### src/rtl/output_memory_manager.sv
`default_nettype none
// ============================================================================
// Module      : output_memory_manager
// Description : Buffers result groups {y3,y2,y1,y0} from the four quadrant
//               units in a small FIFO and serialises them onto the
//               single-port vector memory, one 16-bit write per cycle, into
//               the output half of memory. layer_done pulses once after the
//               256th element of a layer has been written.
//               Optional build macro OUTPUT_RELU_EN: apply ReLU to every
//               element at write time (negative values become zero).
// Revision    : 1.0 - initial release
// ============================================================================
module output_memory_manager #(
  parameter int   FIFO_DEPTH  = 4,
  parameter logic OUTPUT_BASE = 1'b1
) (
  input  logic        clock,
  input  logic        clear_n,
  input  logic        en,
  input  logic        result_valid,
  output logic        result_ready,
  input  logic [15:0] y0_element,
  input  logic [15:0] y1_element,
  input  logic [15:0] y2_element,
  input  logic [15:0] y3_element,
  output logic [8:0]  vector_memory_address,
  output logic [15:0] vector_write_element,
  output logic        memory_enable,
  output logic        memory_write,
  output logic        layer_done
);

  localparam int                 c_PTR_W = (FIFO_DEPTH > 1) ? $clog2(FIFO_DEPTH) : 1;
  localparam int                 c_CNT_W = c_PTR_W + 1;
  localparam logic [c_CNT_W-1:0] c_DEPTH = c_CNT_W'(FIFO_DEPTH);

  typedef enum logic [1:0] {
    S_IDLE  = 2'd0,
    S_WRITE = 2'd1,
    S_DONE  = 2'd2
  } state_t;

  state_t              r_state;
  state_t              w_state_next;
  logic [63:0]         r_fifo [FIFO_DEPTH];
  logic [c_PTR_W-1:0]  r_wr_ptr;
  logic [c_PTR_W-1:0]  r_rd_ptr;
  logic [c_CNT_W-1:0]  r_count;
  logic [63:0]         r_hold;
  logic [1:0]          r_q;
  logic [5:0]          r_group;
  logic                w_push;
  logic                w_pop;
  logic                w_empty;
  logic                w_write;
  logic [15:0]         w_elem;
  logic [15:0]         w_data;

  // Ready depends only on the registered occupancy, so a full FIFO never
  // accepts even if a pop happens on the same edge.
  assign result_ready = clear_n && en && (r_count < c_DEPTH);
  assign w_push       = result_valid && result_ready;
  assign w_empty      = (r_count == '0);

  // Element for the current quadrant, selected from the held group.
  assign w_elem = r_hold[{r_q, 4'b0000} +: 16];

`ifdef OUTPUT_RELU_EN
  assign w_data = w_elem[15] ? 16'h0000 : w_elem;
`else
  assign w_data = w_elem;
`endif

  // FIFO storage: data only, occupancy is tracked by the pointer block.
  always_ff @(posedge clock) begin
    if (w_push) begin
      r_fifo[r_wr_ptr] <= {y3_element, y2_element, y1_element, y0_element};
    end
  end

  // FIFO pointers and occupancy; simultaneous push and pop leave count unchanged.
  always_ff @(posedge clock or negedge clear_n) begin
    if (!clear_n) begin
      r_wr_ptr <= '0;
      r_rd_ptr <= '0;
      r_count  <= '0;
    end else begin
      if (w_push) r_wr_ptr <= r_wr_ptr + c_PTR_W'(1);
      if (w_pop)  r_rd_ptr <= r_rd_ptr + c_PTR_W'(1);
      case ({w_push, w_pop})
        2'b10:   r_count <= r_count + c_CNT_W'(1);
        2'b01:   r_count <= r_count - c_CNT_W'(1);
        default: r_count <= r_count;
      endcase
    end
  end

  // State register.
  always_ff @(posedge clock or negedge clear_n) begin
    if (!clear_n) r_state <= S_IDLE;
    else          r_state <= w_state_next;
  end

  // Next-state logic: one write per enabled WRITE cycle, back-to-back pops
  // inside a layer, one bubble cycle in DONE at the end of each layer.
  always_comb begin
    w_state_next = r_state;
    w_pop        = 1'b0;
    w_write      = 1'b0;
    if (en) begin
      case (r_state)
        S_IDLE: begin
          if (!w_empty) begin
            w_pop        = 1'b1;
            w_state_next = S_WRITE;
          end
        end
        S_WRITE: begin
          w_write = 1'b1;
          if (r_q == 2'd3) begin
            if (r_group == 6'd63)  w_state_next = S_DONE;
            else if (!w_empty)     w_pop        = 1'b1;
            else                   w_state_next = S_IDLE;
          end
        end
        S_DONE:  w_state_next = S_IDLE;
        default: w_state_next = S_IDLE;
      endcase
    end
  end

  // Holding register, quadrant select and group index within the layer.
  always_ff @(posedge clock or negedge clear_n) begin
    if (!clear_n) begin
      r_hold  <= '0;
      r_q     <= 2'd0;
      r_group <= 6'd0;
    end else begin
      if (w_pop) r_hold <= r_fifo[r_rd_ptr];
      if (w_write) begin
        r_q <= r_q + 2'd1;
        // 63 + 1 wraps to 0, which starts the next layer at group 0.
        if (r_q == 2'd3) r_group <= r_group + 6'd1;
      end else if (w_pop) begin
        r_q <= 2'd0;
      end
    end
  end

  // Registered memory interface: address is {base, row, col} with
  // row = {q[1], k[5:3]} and col = {q[0], k[2:0]}.
  always_ff @(posedge clock or negedge clear_n) begin
    if (!clear_n) begin
      vector_memory_address <= '0;
      vector_write_element  <= '0;
      memory_enable         <= 1'b0;
      memory_write          <= 1'b0;
      layer_done            <= 1'b0;
    end else begin
      memory_enable <= w_write;
      memory_write  <= w_write;
      layer_done    <= en && (r_state == S_DONE);
      if (w_write) begin
        vector_memory_address <= {OUTPUT_BASE, r_q[1], r_group[5:3], r_q[0], r_group[2:0]};
        vector_write_element  <= w_data;
      end
    end
  end

endmodule
`default_nettype wire

### config.mk
export PLATFORM = sky130hd
export DESIGN_NAME = output_memory_manager
export DESIGN_NICKNAME = d
export VERILOG_FILES = /design/src/rtl/output_memory_manager.sv
export SDC_FILE = /design/constraint.sdc
export NUM_CORES = 1
export LEC_CHECK = 0
export CAP_MARGIN = 20
export CORE_ASPECT_RATIO = 1.25
export CORE_UTILIZATION = 23
export CTS_BUF_LIST = sky130_fd_sc_hd__clkbuf_8
export DETAILED_ROUTE_END_ITERATION = 6
export SETUP_SLACK_MARGIN = 0.02
export SLEW_MARGIN = 15
export SYNTH_ARGS = -nofsm -noshare
export SYNTH_HDL_FRONTEND = slang
export SYNTH_SLANG_ARGS = --single-unit
### constraint.sdc
create_clock -name clock -period 4.8 [get_ports clock]
set_clock_uncertainty 0.2 [all_clocks]
set_input_delay 0.48 -clock clock [delete_from_list [all_inputs] [get_ports clock]]
set_output_delay 0.48 -clock clock [all_outputs]
set_load 0.005 [all_outputs]
======== After elaboration in Yosys (flattened, before gate mapping) ========
Memories as Yosys holds them, arrays and structs flattened. A register that Yosys moved wholly into a read port is not among the register bits.
Cells that the tools add are included.
cells by class
  $lt $le $gt $ge ......................... 1
  add/sub/neg operators ................... 6
  equal/unequal tests ..................... 9
  shift-type cells ........................ 1
  muxes and demuxes ....................... 17
  reductions and logical operators ........ 11
operators by type and width
  cell                                                                 count
  64-bit by 7-bit variable part select with 16-bit output              1
  2-bit 2-to-1 mux                                                     6
  1-bit 2-to-1 mux                                                     8
  2-bit by 1-bit adder with 2-bit output (second input constant)       3
  6-bit by 1-bit adder with 6-bit output (second input constant)       1
  2-bit == test (second input constant)                                3
  6-bit == test (second input constant)                                1
  3-bit case mux with 2 select lines                                   1
  2-bit by 1-bit == test with 1-bit output (second input constant)     2
  1-bit logical AND                                                    4
  2-bit != test (second input constant)                                2
  2-bit case mux with 2 select lines                                   1
  4-bit AND reduction                                                  1
  2-bit nonzero test                                                   2
  3-bit by 1-bit adder with 3-bit output (second input constant)       1
  3-bit logical NOT                                                    1
  3-bit less-than comparator (second input constant)                   1
  3-bit != test (second input constant)                                1
  3-bit by 1-bit subtractor with 3-bit output (second input constant)  1
  2-bit logical NOT                                                    1
  1-bit case mux with 2 select lines                                   1
  2-bit AND reduction                                                  1
  1-bit logical NOT                                                    1
word-level totals
  bits of input ports ..................... 68
  memories kept ........................... 1
  bits in registers ....................... 44
  bits in writable memories ............... 256
memory list
  memory  depth  bits a word  rd ports  clocked after Yosys merged registers in  wr ports  line  text
  r_fifo  4      64           1         1                                        1         45    logic [63:0] r_fifo [FIFO_DEPTH];

======== Longest topological paths before layout ========
Gate-level depths: netlist of run 1.
  word-level depth ........................ 8
  gate-level depth with buffers ........... 12
  depth with buffers taken out ............ 11

======== Worst setup path after synthesis of run 1 ========
OpenSTA, ideal clock, no wires.
  path type ............................... input-to-reg
  from .................................... in en
  to ...................................... mem r_fifo[0][0] (enable)
  path slack .............................. 1.880 ns
  buffers on the path ..................... 0
  data required time ...................... 4.171 ns
  arrival time ............................ 2.291 ns
  stages on the path ...................... 2
  path through ............................ and3b_1 > and3_1
between the ends
  longest elaborated chain between the ends .. 5
ends and longest elaborated chain
  element                                 line  text
  from (decl)                             19    input logic en,
  1-bit logical AND (2 in a row)          61    assign result_ready = clear_n && en && (r_count < c_DEPTH);
  1-bit logical AND                       62    assign w_push = result_valid && result_ready;
  1-bit 2-to-1 mux                        76    if (w_push) begin
  1-bit 2-to-1 mux (implied by the code)  77    r_fifo[r_wr_ptr] <= {y3_element, y2_element, y1_element, y0_element};
  to (decl)                               45
Every way passes these cells.

======== Worst setup path in the final report of run 1 ========
  from .................................... in clear_n
  to ...................................... out result_ready
between the ends
  longest elaborated chain between the ends .. 2
ends and longest elaborated chain
  element                         line  text
  from (decl)                     18    input logic clear_n,
  1-bit logical AND (2 in a row)  61
  to (decl)                       21    output logic result_ready,
Every way passes these cells.

==> metrics.md, run 1 <==
| Metric | Value |
|---|---|
| Slowest cell on the critical path | clkdlybuf4s50_1 |
| Post-route minimum period | 3290 ps |
| Area leader, netlist | edfxtp_1 |
| Post-layout util | 0.284 |
| Fillcell total | 5,862 |
| Final ANT Viol Nets | 0 |
| Grt total ovfl | 0 |
| EDFF count, synth | 256 |
| DRT Pass-1 Iters | 4 |
| Die Wd | 223 microns |
| DR vias/cell | 4.02 |
| Final worst path period share | 0.684 |
| # setup viols final | 0 |
| Largest net degree at the start of global routing | 66 |
| Static Leak | 0.00612 uW |
| WP data required | 4120 ps |
| Sequential cell area fraction in the yosys report | 0.740 |
| Average size of a mapped cell | 20.7 sq um |
| Synth Flop Type | edfxtp_1 |
| Dpl ws | 1560 ps |
| CTS root buffer | clkbuf_8 |
| Reg-to-Reg Start | r_q[1]$_DFFE_PN0P_ |
| Setup slack after layout | 1510 ps |
| Clock-pin slew on the worst setup and hold paths | 70 ps |
| Post-synthesis cell area | 14,000 sq um |
| Outcome | finished clean |
| Final hold violations | 0 |
| CP endpoint kind | output port |
| Max Cap Viol | 0 |
| FMAX | 0.304 GHz |
| Crit-path cells | dlygate4sd3_1, buf_4, and3b_1, clkdlybuf4s50_1 |
| CP Launch Type | input pin |
| Post-CTS Resized | 0 |
| RSZ-0062 raised after global routing | no |
| Initial core utilization | 0.234 |
| Skew-Pair Late Insertion Delay | 610 ps |
| DRC Markers | 0 |
| GRT Util Overall | 0.0968 |
| Post-synth cell types | 39 |
| Critical path peak fanout | 51 |
| DR iter-0 viols | 410 |
| Post-route cell area | 17,000 sq um |
| Slew HR | 0.256 |
| Share of layout cells above drive strength 1 | 0.285 |
| Die H | 278 microns |
| Share of Yosys cell area claimed by the top area cell type | 0.548 |
| Rows | 100 |
| Pwr Density | 531 nW/um^2 |
| R2R Path End | r_hold[54]$_DFFE_PN0P_ |
| FF+latch count, synth | 364 |
| Die area | 62,000 sq um |
| Core area | 59,900 sq um |
| Sink Count | 364 |
| H-tree depth | 2 |
| WP data arrival | 2610 ps |
| TritonCTS clock tree | built |
| Area contributors post-synth | edfxtp_1 55%, dfrtp_1 19%, mux4_2 13% |
| Setup TNS | 0 ps |
| TritonCTS Buffers | 55 |
| Min-delay worst type | in -> async |
| Post-Syn Instances | 677 |
| Pins Over Slew Limit | 0 |
| Via Count | 6,531 |
| Fin nets | 891 |
| Least-Margin Pin Slew | 1120 ps |
| GPL Wtd Cong | 0.713 |
| Biggest cell delay along the critical path | 610 ps |
| Clk buf depth | 3 |
| Yosys warning count | 0 |
| Initial antenna violation count | 8 |
| Post-DP HPWL | 18,700 microns |
| FF-to-FF setup slack | 1590 ps |
| Synth async-reset ratio | 0.297 |
| Crit Path Class | in -> out |
| IO Pins | 97 |
| Wire per inst | 18.1 microns |
| First-pass GRT wire length | 45,100 microns |
| Vias in the first global route | 7,232 |
| Placed cell area | 15,900 sq um |
| Post-Route WL | 29,400 microns |
| Register-to-Register Path Depth | 5 |
| Syn Nets | 753 |
| Port Buffers | 96 |
| VDD IR max | 0.000317 V |
| Final hold slack | 266 ps |
| Area delta synth->final | 21.1% |
[critical path, delay by kind of cell]
kind          cells  cell delay, ps
simple gates      1             390
buf+inv           3            1700
[synth_stat cells, types with 2 or more instances]
master	number
o21ai_0	6
nand2_1	77
mux4_2	80
xnor2_1	8
nor2_1	2
clkbuf_1	12
xor2_1	3
buf_4	3
buf_12	4
ha_1	7
edfxtp_1	256
and3_1	4
inv_1	9
buf_2	10
mux2_2	25
dfrtp_1	108
nand4_1	3
mux2_4	39
[worst max path at each step]
stage	from	to	slack, ps	depth (start not counted)
final	clear_n	result_ready	1510	4
after global placement	r_q[1]$_DFFE_PN0P_	r_hold[53]$_DFFE_PN0P_	1630	5
after CTS	clear_n	result_ready	1380	4
after detailed placement	r_q[1]$_DFFE_PN0P_	r_hold[5]$_DFFE_PN0P_	1560	5
after floorplan	en	r_fifo[0][0]$_DFFE_PP_	1880	2
after global routing	clear_n	result_ready	1320	4
[kinds of logic (layout without fill, tap and decap cells)]
kind of cell / after synthesis / count (layout) / synth area share
multiplexers: 146 / 146 / 0.192
AND/OR/NAND/NOR: 97 / 97 / 0.0309
flip-flops: 364 / 364 / 0.740
other: 0 / 1 / 0
buffers and inverters: 41 / 224 / 0.0181
AO/OA/AOI/OAI: 10 / 10 / 0.00472
adder cells (fa/ha/maj): 8 / 8 / 0.00766
XOR/XNOR: 11 / 11 / 0.00686
[where the power goes]
group,internal [uW],switching (uW)
Combinational,1380,763
Sequential,3880,513
Clock,1300,1180
[routing by layer]
metal,global-route usage,wire (microns)
met5,0,79
met4,0.0378,792
met3,0.0287,1610
met2,0.161,14500
met1,0.118,12400
[stage by stage]
stage	cells	power [uW]
after global routing	1626	9530
after floorplan	677	5890
after detailed placement	1522	6680
after CTS	1625	9200
after global placement	1522	6620
final	1626	9020
[cells in the final DEF, fill, tap and decap left out, drive strengths merged, types with 2 or more instances in the layout]
cell type	Yosys	routed
edfxtp	256	256
dfrtp	108	108
clkdlybuf4s50	0	95
mux4	80	80
nand2	77	77
mux2	65	65
clkbuf	12	62
inv	9	32
buf	19	16
clkinv	1	16
xnor2	8	8
ha	7	7
o21ai	6	6
and3	4	4
nand4	3	3
xor2	3	3
nor2	3	3
bufinv	0	2
and3b	2	2
[layout make-up]
type | instances | area (sq um) | share of cell area
diodes | 1 | 2.50 | 0.000147
flip-flops and latches | 364 | 10400 | 0.612
multi-input cells | 272 | 3410 | 0.201
clock inverters | 40 | 245 | 0.0144
inverters | 10 | 37.5 | 0.00221
clock buffers | 62 | 853 | 0.0502
repair buffers | 112 | 1090 | 0.0643
well taps | 765 | 957 | 0.0563
[timing repair]
item | CTS | global route
endpoints found under the hold margin | 49 | 0
setup buffers | 0 | 0
hold buffers | 1 | 0
setup endpoints to repair | 0 | 0
[flip-flops by register name (all words and copies together) (netlist names)]
name                   flops
layer_done                 1
memory_write               1
r_count                    3
r_fifo                   256
r_group                    6
r_hold                    64
r_q                        2
r_rd_ptr                   2
r_state                    2
r_wr_ptr                   2
vector_memory_address      9
vector_write_element      16
Power figures use the tool's default switching activity.
==> inputs of run 2 (changes only) <==
==> constraint.sdc (replaced) <==
create_clock -name clock -period 3.4 [get_ports clock]
set_clock_uncertainty 0.2 [all_clocks]
set_input_delay 0.34 -clock clock [delete_from_list [all_inputs] [get_ports clock]]
set_output_delay 0.34 -clock clock [all_outputs]
set_load 0.005 [all_outputs]
==> run 2 against run 1 <==
Net effect: flip-flop and latch count stayed put; global-route usage down 0.10 points; non-clock buffer count increased by 2; first-iteration DRC count decreased by 19%; final cell count is 0.18% lower; register-to-register slack got worse by 700 ps; design area grew 1.3%; critical path depth grew 7; total power grew 46%; routed wire length down 0.69%; largest cell class unchanged; largest power group unchanged.
==> metrics.md, run 2 (synthesis gave the netlist of run 1 again) <==
| Metric | Value |
|---|---|
| WP data required | 3690 ps |
| Post-route minimum period | 2510 ps |
| Crit Path Class | reg -> reg |
| Die H | 278 microns |
| Setup TNS | 0 ps |
| Final worst path period share | 0.738 |
| Pwr Density | 763 nW/um^2 |
| IO Pins | 97 |
| Post-DP HPWL | 18,200 microns |
| GPL Wtd Cong | 0.670 |
| Wire per inst | 18.0 microns |
| CTS root buffer | clkbuf_8 |
| Min-delay worst type | in -> reg |
| Rows | 100 |
| Least-Margin Pin Slew | 503 ps |
| Share of layout cells above drive strength 1 | 0.298 |
| Clock-pin slew on the worst setup and hold paths | 70 ps |
| Slowest cell on the critical path | dfrtp_1 |
| Max Cap Viol | 0 |
| Fin nets | 890 |
| GRT Util Overall | 0.0958 |
| Via Count | 6,571 |
| Post-CTS Resized | 0 |
| CP bufs+invs | 2 |
| Internal power | 9700 uW |
| Pins Over Slew Limit | 0 |
| Skew-Pair Late Insertion Delay | 580 ps |
| Area delta synth->final | 22.7% |
| Core area | 59,900 sq um |
| VDD IR max | 0.000475 V |
| TritonCTS Buffers | 52 |
| TritonCTS clock tree | built |
| Static Leak | 0.00614 uW |
| H-tree depth | 2 |
| Die Wd | 223 microns |
| Die area | 62,000 sq um |
| FMAX | 0.399 GHz |
| Gate power share | 0.251 |
| Largest net degree at the start of global routing | 75 |
| Sw Share | 0.262 |
| DRT Pass-1 Iters | 4 |
| Clock power frac | 0.296 |
| First-pass GRT wire length | 44,600 microns |
| Max reg flops | 256 |
| Post-Route WL | 29,200 microns |
| Biggest cell delay along the critical path | 420 ps |
| Largest regs | r_fifo (256), r_hold (64), vector_write_element (16) |
| Initial antenna violation count | 12 |
| Final ANT Viol Nets | 0 |
| Post-route cell area | 17,200 sq um |
| Grt total ovfl | 0 |
| Hold_buf cts | 1 |
| # setup viols final | 0 |
| Most frequent cells in the layout | 256 x edfxtp_1, 106 x dfrtp_1, 95 x clkdlybuf4s50_1, 80 x mux4_2, 77 x nand2_1 |
| Largest Register | r_fifo |
| Commonest non-fill, non-tap cell in the layout | edfxtp_1 |
| Sequential power share | 0.453 |
| Net switching power | 3450 uW |
| Placed cell area | 16,000 sq um |
| Final hold violations | 0 |
| CP delay by family, top | adder cells |
| RSZ-0062 raised after global routing | no |
| CP Launch Type | flop |
| Clk buf depth | 3 |
| Sink Count | 364 |
| Port Buffers | 96 |
| WP data arrival | 2800 ps |
| DR vias/cell | 4.05 |
| DRC Markers | 0 |
| DR iter-0 viols | 333 |
| Post CTS Setup Buffer Count | 0 |
| Initial core utilization | 0.234 |
| Outcome | finished clean |
| Critical path peak fanout | 4 |
| Slew HR | 0.665 |
| Vias in the first global route | 7,193 |
| Crit-path cells | ha_1, nand4_1, o2111a_1, nor2_4, inv_1, ha_1, inv_1, fa_1, xor2_1, nor2_1, xor2_1 |
| Fillcell total | 5,816 |
| CP endpoint kind | flop |
[run 2: changes by cell type in the layout (fill, tap and decap cells not counted), moves of 3 or more]
cell	before	now
clkinvlp_4	0	5
buf_4	15	9
clkinv_1	6	9
buf_12	1	8
inv_1	31	14
bufinv_16	2	8
clkbuf_8	62	59
[run 2: worst paths after layout]
path                                                      start                                    to  slack (ps)  cells past startpoint
min                                              y1_element[15]               r_fifo[2][31]$_DFFE_PP_         190                      1
max reg2reg                              r_group[0]$_DFFE_PN0P_                r_count[2]$_DFFE_PN0P_         890                     11
max                                      r_group[0]$_DFFE_PN0P_                r_count[2]$_DFFE_PN0P_         890                     11
min reg2reg                vector_memory_address[1]$_DFFE_PN0P_  vector_memory_address[1]$_DFFE_PN0P_         270                      2
max in group asynchronous                               clear_n   vector_write_element[6]$_DFFE_PN0P_        1710                      5
min in group asynchronous                               clear_n                r_group[2]$_DFFE_PN0P_         240                      3
[run 2: through the flow]
stage / hold WS (ps) / instances / worst slack [ps] / power [uW] / util
after floorplan: -156 / 677 / 526 / 8320 / -
final: 193 / 1623 / 892 / 13100 / 0.287
after CTS: 142 / 1620 / 834 / 13400 / 0.287
after global placement: 248 / 1523 / 678 / 9380 / 0.267
after global routing: 172 / 1622 / 742 / 13800 / 0.287
after detailed placement: 252 / 1523 / 612 / 9450 / 0.267
[run 2: power groups by stage]
stage | clock network [uW] | registers [uW] | logic [uW]
after floorplan | 0 | 5830 | 2480
after global placement | 0 | 6030 | 3340
after detailed placement | 0 | 6060 | 3390
after CTS | 4020 | 5970 | 3400
after global routing | 4200 | 6050 | 3580
final | 3890 | 5960 | 3300
[run 2: layout make-up]
class	count	area, sq um	share of cell area
inverters	10	37.5	0.00218
flip-flops and latches	364	10400	0.603
repair buffers	114	1220	0.0706
clock buffers	59	812	0.0471
multi-input cells	272	3410	0.198
well taps	765	957	0.0556
clock inverters	37	389	0.0226
diodes	2	5.00	0.000291
[run 2: layer usage]
| layer | vias to the layer above | track usage | share of wire | routed length, microns |
|---|---|---|---|---|
| met5 | - | 0 | 0.0044 | 128 |
| met4 | 20 | 0.0364 | 0.029 | 837 |
| met3 | 72 | 0.0342 | 0.069 | 2020 |
| met2 | 142 | 0.162 | 0.50 | 14500 |
| met1 | 3407 | 0.110 | 0.40 | 11700 |
| li1 | 2930 | - | - | - |
==> inputs of run 3 (changes only) <==
==> constraint.sdc (replaced) <==
create_clock -name clock -period 2.6 [get_ports clock]
set_clock_uncertainty 0.2 [all_clocks]
set_input_delay 0.26 -clock clock [delete_from_list [all_inputs] [get_ports clock]]
set_output_delay 0.26 -clock clock [all_outputs]
set_load 0.005 [all_outputs]
==> run 3 against run 2 <==
Net effect: total power grew 29%; routed wire length is 1.2% higher; final cell count rose by 1.2%; critical path depth unchanged; register-to-register slack got worse by 760 ps; utilization increased by 0.16 points; worst setup slack worse by 760 ps; first-iteration DRC count up 2.7%; flip-flop and latch count is the same; die area did not move; maximum frequency rose by 1.8%; clock-buffer cell count up 1; critical path type unchanged.
==> metrics.md, run 3 (synthesis gave the netlist of run 1 again) <==
| Metric | Value |
|---|---|
| Post-route minimum period | 2460 ps |
| Post-Route WL | 29,600 microns |
| Min-delay worst type | in -> reg |
| Reg-to-Reg Start | r_group[0]$_DFFE_PN0P_ |
| Grt total ovfl | 0 |
| Wire per inst | 18.0 microns |
| CP endpoint kind | flop |
| Core area | 59,900 sq um |
| TritonCTS Buffers | 54 |
| # setup viols final | 0 |
| Crit-path cells | ha_1, nand4_1, o2111a_1, nor2_4, inv_1, ha_1, inv_1, fa_1, xor2_1, nor2_1, xor2_1 |
| Sink Count | 364 |
| Biggest cell delay along the critical path | 420 ps |
| VDD IR max | 0.000428 V |
| Share of layout cells above drive strength 1 | 0.304 |
| Pins Over Slew Limit | 0 |
| Hold EP | r_fifo[1][58]$_DFFE_PP_ |
| Static Leak | 0.00623 uW |
| Clock-pin slew on the worst setup and hold paths | 70 ps |
| Post-route cell area | 17,300 sq um |
| Die H | 278 microns |
| Critical path peak fanout | 4 |
| FMAX | 0.406 GHz |
| CP Launch Point | r_group[0]$_DFFE_PN0P_ |
| Register-to-Register Path Depth | 11 |
| CP Launch Type | flop |
| Final hold slack | 106 ps |
| Slew HR | 0.562 |
| Largest Register | r_fifo |
| GRT Util Overall | 0.0968 |
| Post-DP HPWL | 18,800 microns |
| TritonCTS clock tree | built |
| H-tree depth | 2 |
| Area delta synth->final | 23.4% |
| Slowest cell on the critical path | dfrtp_1 |
| IO Pins | 97 |
| CTS root buffer | clkbuf_8 |
| WP data arrival | 2780 ps |
| DR vias/cell | 4.08 |
| Pwr Density | 980 nW/um^2 |
| Rows | 100 |
| Final ANT Viol Nets | 0 |
| DR iter-0 viols | 342 |
| Die area | 62,000 sq um |
| Commonest non-fill, non-tap cell in the layout | edfxtp_1 |
| WP data required | 2920 ps |
| Most frequent cells in the layout | 256 x edfxtp_1, 106 x dfrtp_1, 95 x clkdlybuf4s50_1, 80 x mux4_2, 77 x nand2_1 |
| Max reg flops | 256 |
| Largest net degree at the start of global routing | 109 |
| Max Cap Viol | 0 |
| Final worst path period share | 0.948 |
| Hold path start | y3_element[10] |
| Final hold violations | 0 |
| First-pass GRT wire length | 45,400 microns |
| DRT Pass-1 Iters | 6 |
| Placed cell area | 16,200 sq um |
| Skew-Pair Late Insertion Delay | 590 ps |
| Vias in the first global route | 7,252 |
| Setup TNS | 0 ps |
| DRC Markers | 0 |
| Die Wd | 223 microns |
| Clk buf depth | 3 |
| Post CTS Setup Buffer Count | 0 |
| Initial core utilization | 0.234 |
| Port Buffers | 96 |
| Hold Path Cell Cnt | 1 |
| Initial antenna violation count | 13 |
| FF-to-FF setup slack | 140 ps |
| R2R Path End | r_count[2]$_DFFE_PN0P_ |
| GPL Wtd Cong | 0.695 |
| Via Count | 6,701 |
| Fin nets | 904 |
| Crit Path Class | reg -> reg |
| Outcome | finished clean |
| Least-Margin Pin Slew | 657 ps |
| Largest regs | r_fifo (256), r_hold (64), vector_write_element (16) |
| RSZ-0062 raised after global routing | no |
run 3: power breakdown:
group          switching (uW)  internal (uW)  total (uW)  leakage, uW
Sequential                613           7180        7790      0.00361
Combinational            1770           2690        4460      0.00199
Clock                    2190           2540        4730     0.000638
Total                    4570          12400       17000      0.00623
run 3: worst max-delay path: cells and delay by family, from the launching register on:
family	cells	cell delay (ps)
and+or+nand+nor	3	320
DFF	1	420
adders and majority gates	3	790
AOI/OAI and AO/OA	1	250
buffers and inverters	2	110
xor gates and xnor gates	2	310
run 3: worst max path at each step:
stage                              to  slack [ps]  cells after the start
3_5_place_dp   r_count[2]$_DFFE_PN0P_          40                     11
6_report       r_count[2]$_DFFE_PN0P_         140                     11
2_1_floorplan  r_count[2]$_DFFE_PN0P_         130                     12
3_3_place_gp   r_count[2]$_DFFE_PN0P_          50                     11
4_1_cts                  result_ready          80                      3
5_1_grt        r_count[2]$_DFFE_PN0P_          30                     11
run 3: repair_timing:
action / CTS / global route
hold endpoints to repair: 108 / 0
resized for setup: 0 / 0
hold buffers: 1 / 0
run 3: metrics by stage:
step	utilization	cells	setup WS, ps	total power, uW
floorplan	-	677	127	10900
global placement	0.270	1536	54.7	12400
detailed placement	0.270	1536	37.8	12500
CTS	0.289	1638	81.6	17300
global route	0.289	1639	28.1	17900
finish	0.289	1642	135	17000
run 3: routing by layer:
metal	part of all wire	global-route usage
met5	0.0039	0
met1	0.41	0.115
met3	0.067	0.0333
met2	0.49	0.162
met4	0.023	0.0343
run 3: cell type report:
class                           instances  area (sq um)
Fill cell                            5823         42600
Sequential cell                       364         10400
Multi-Input combinational cell        272          3410
Timing Repair Buffer                  126          1390
Tap cell                              765           957
Clock buffer                           60           826
Clock inverter                         41           297
Inverter                               10          37.5
Antenna cell                            4          10.0
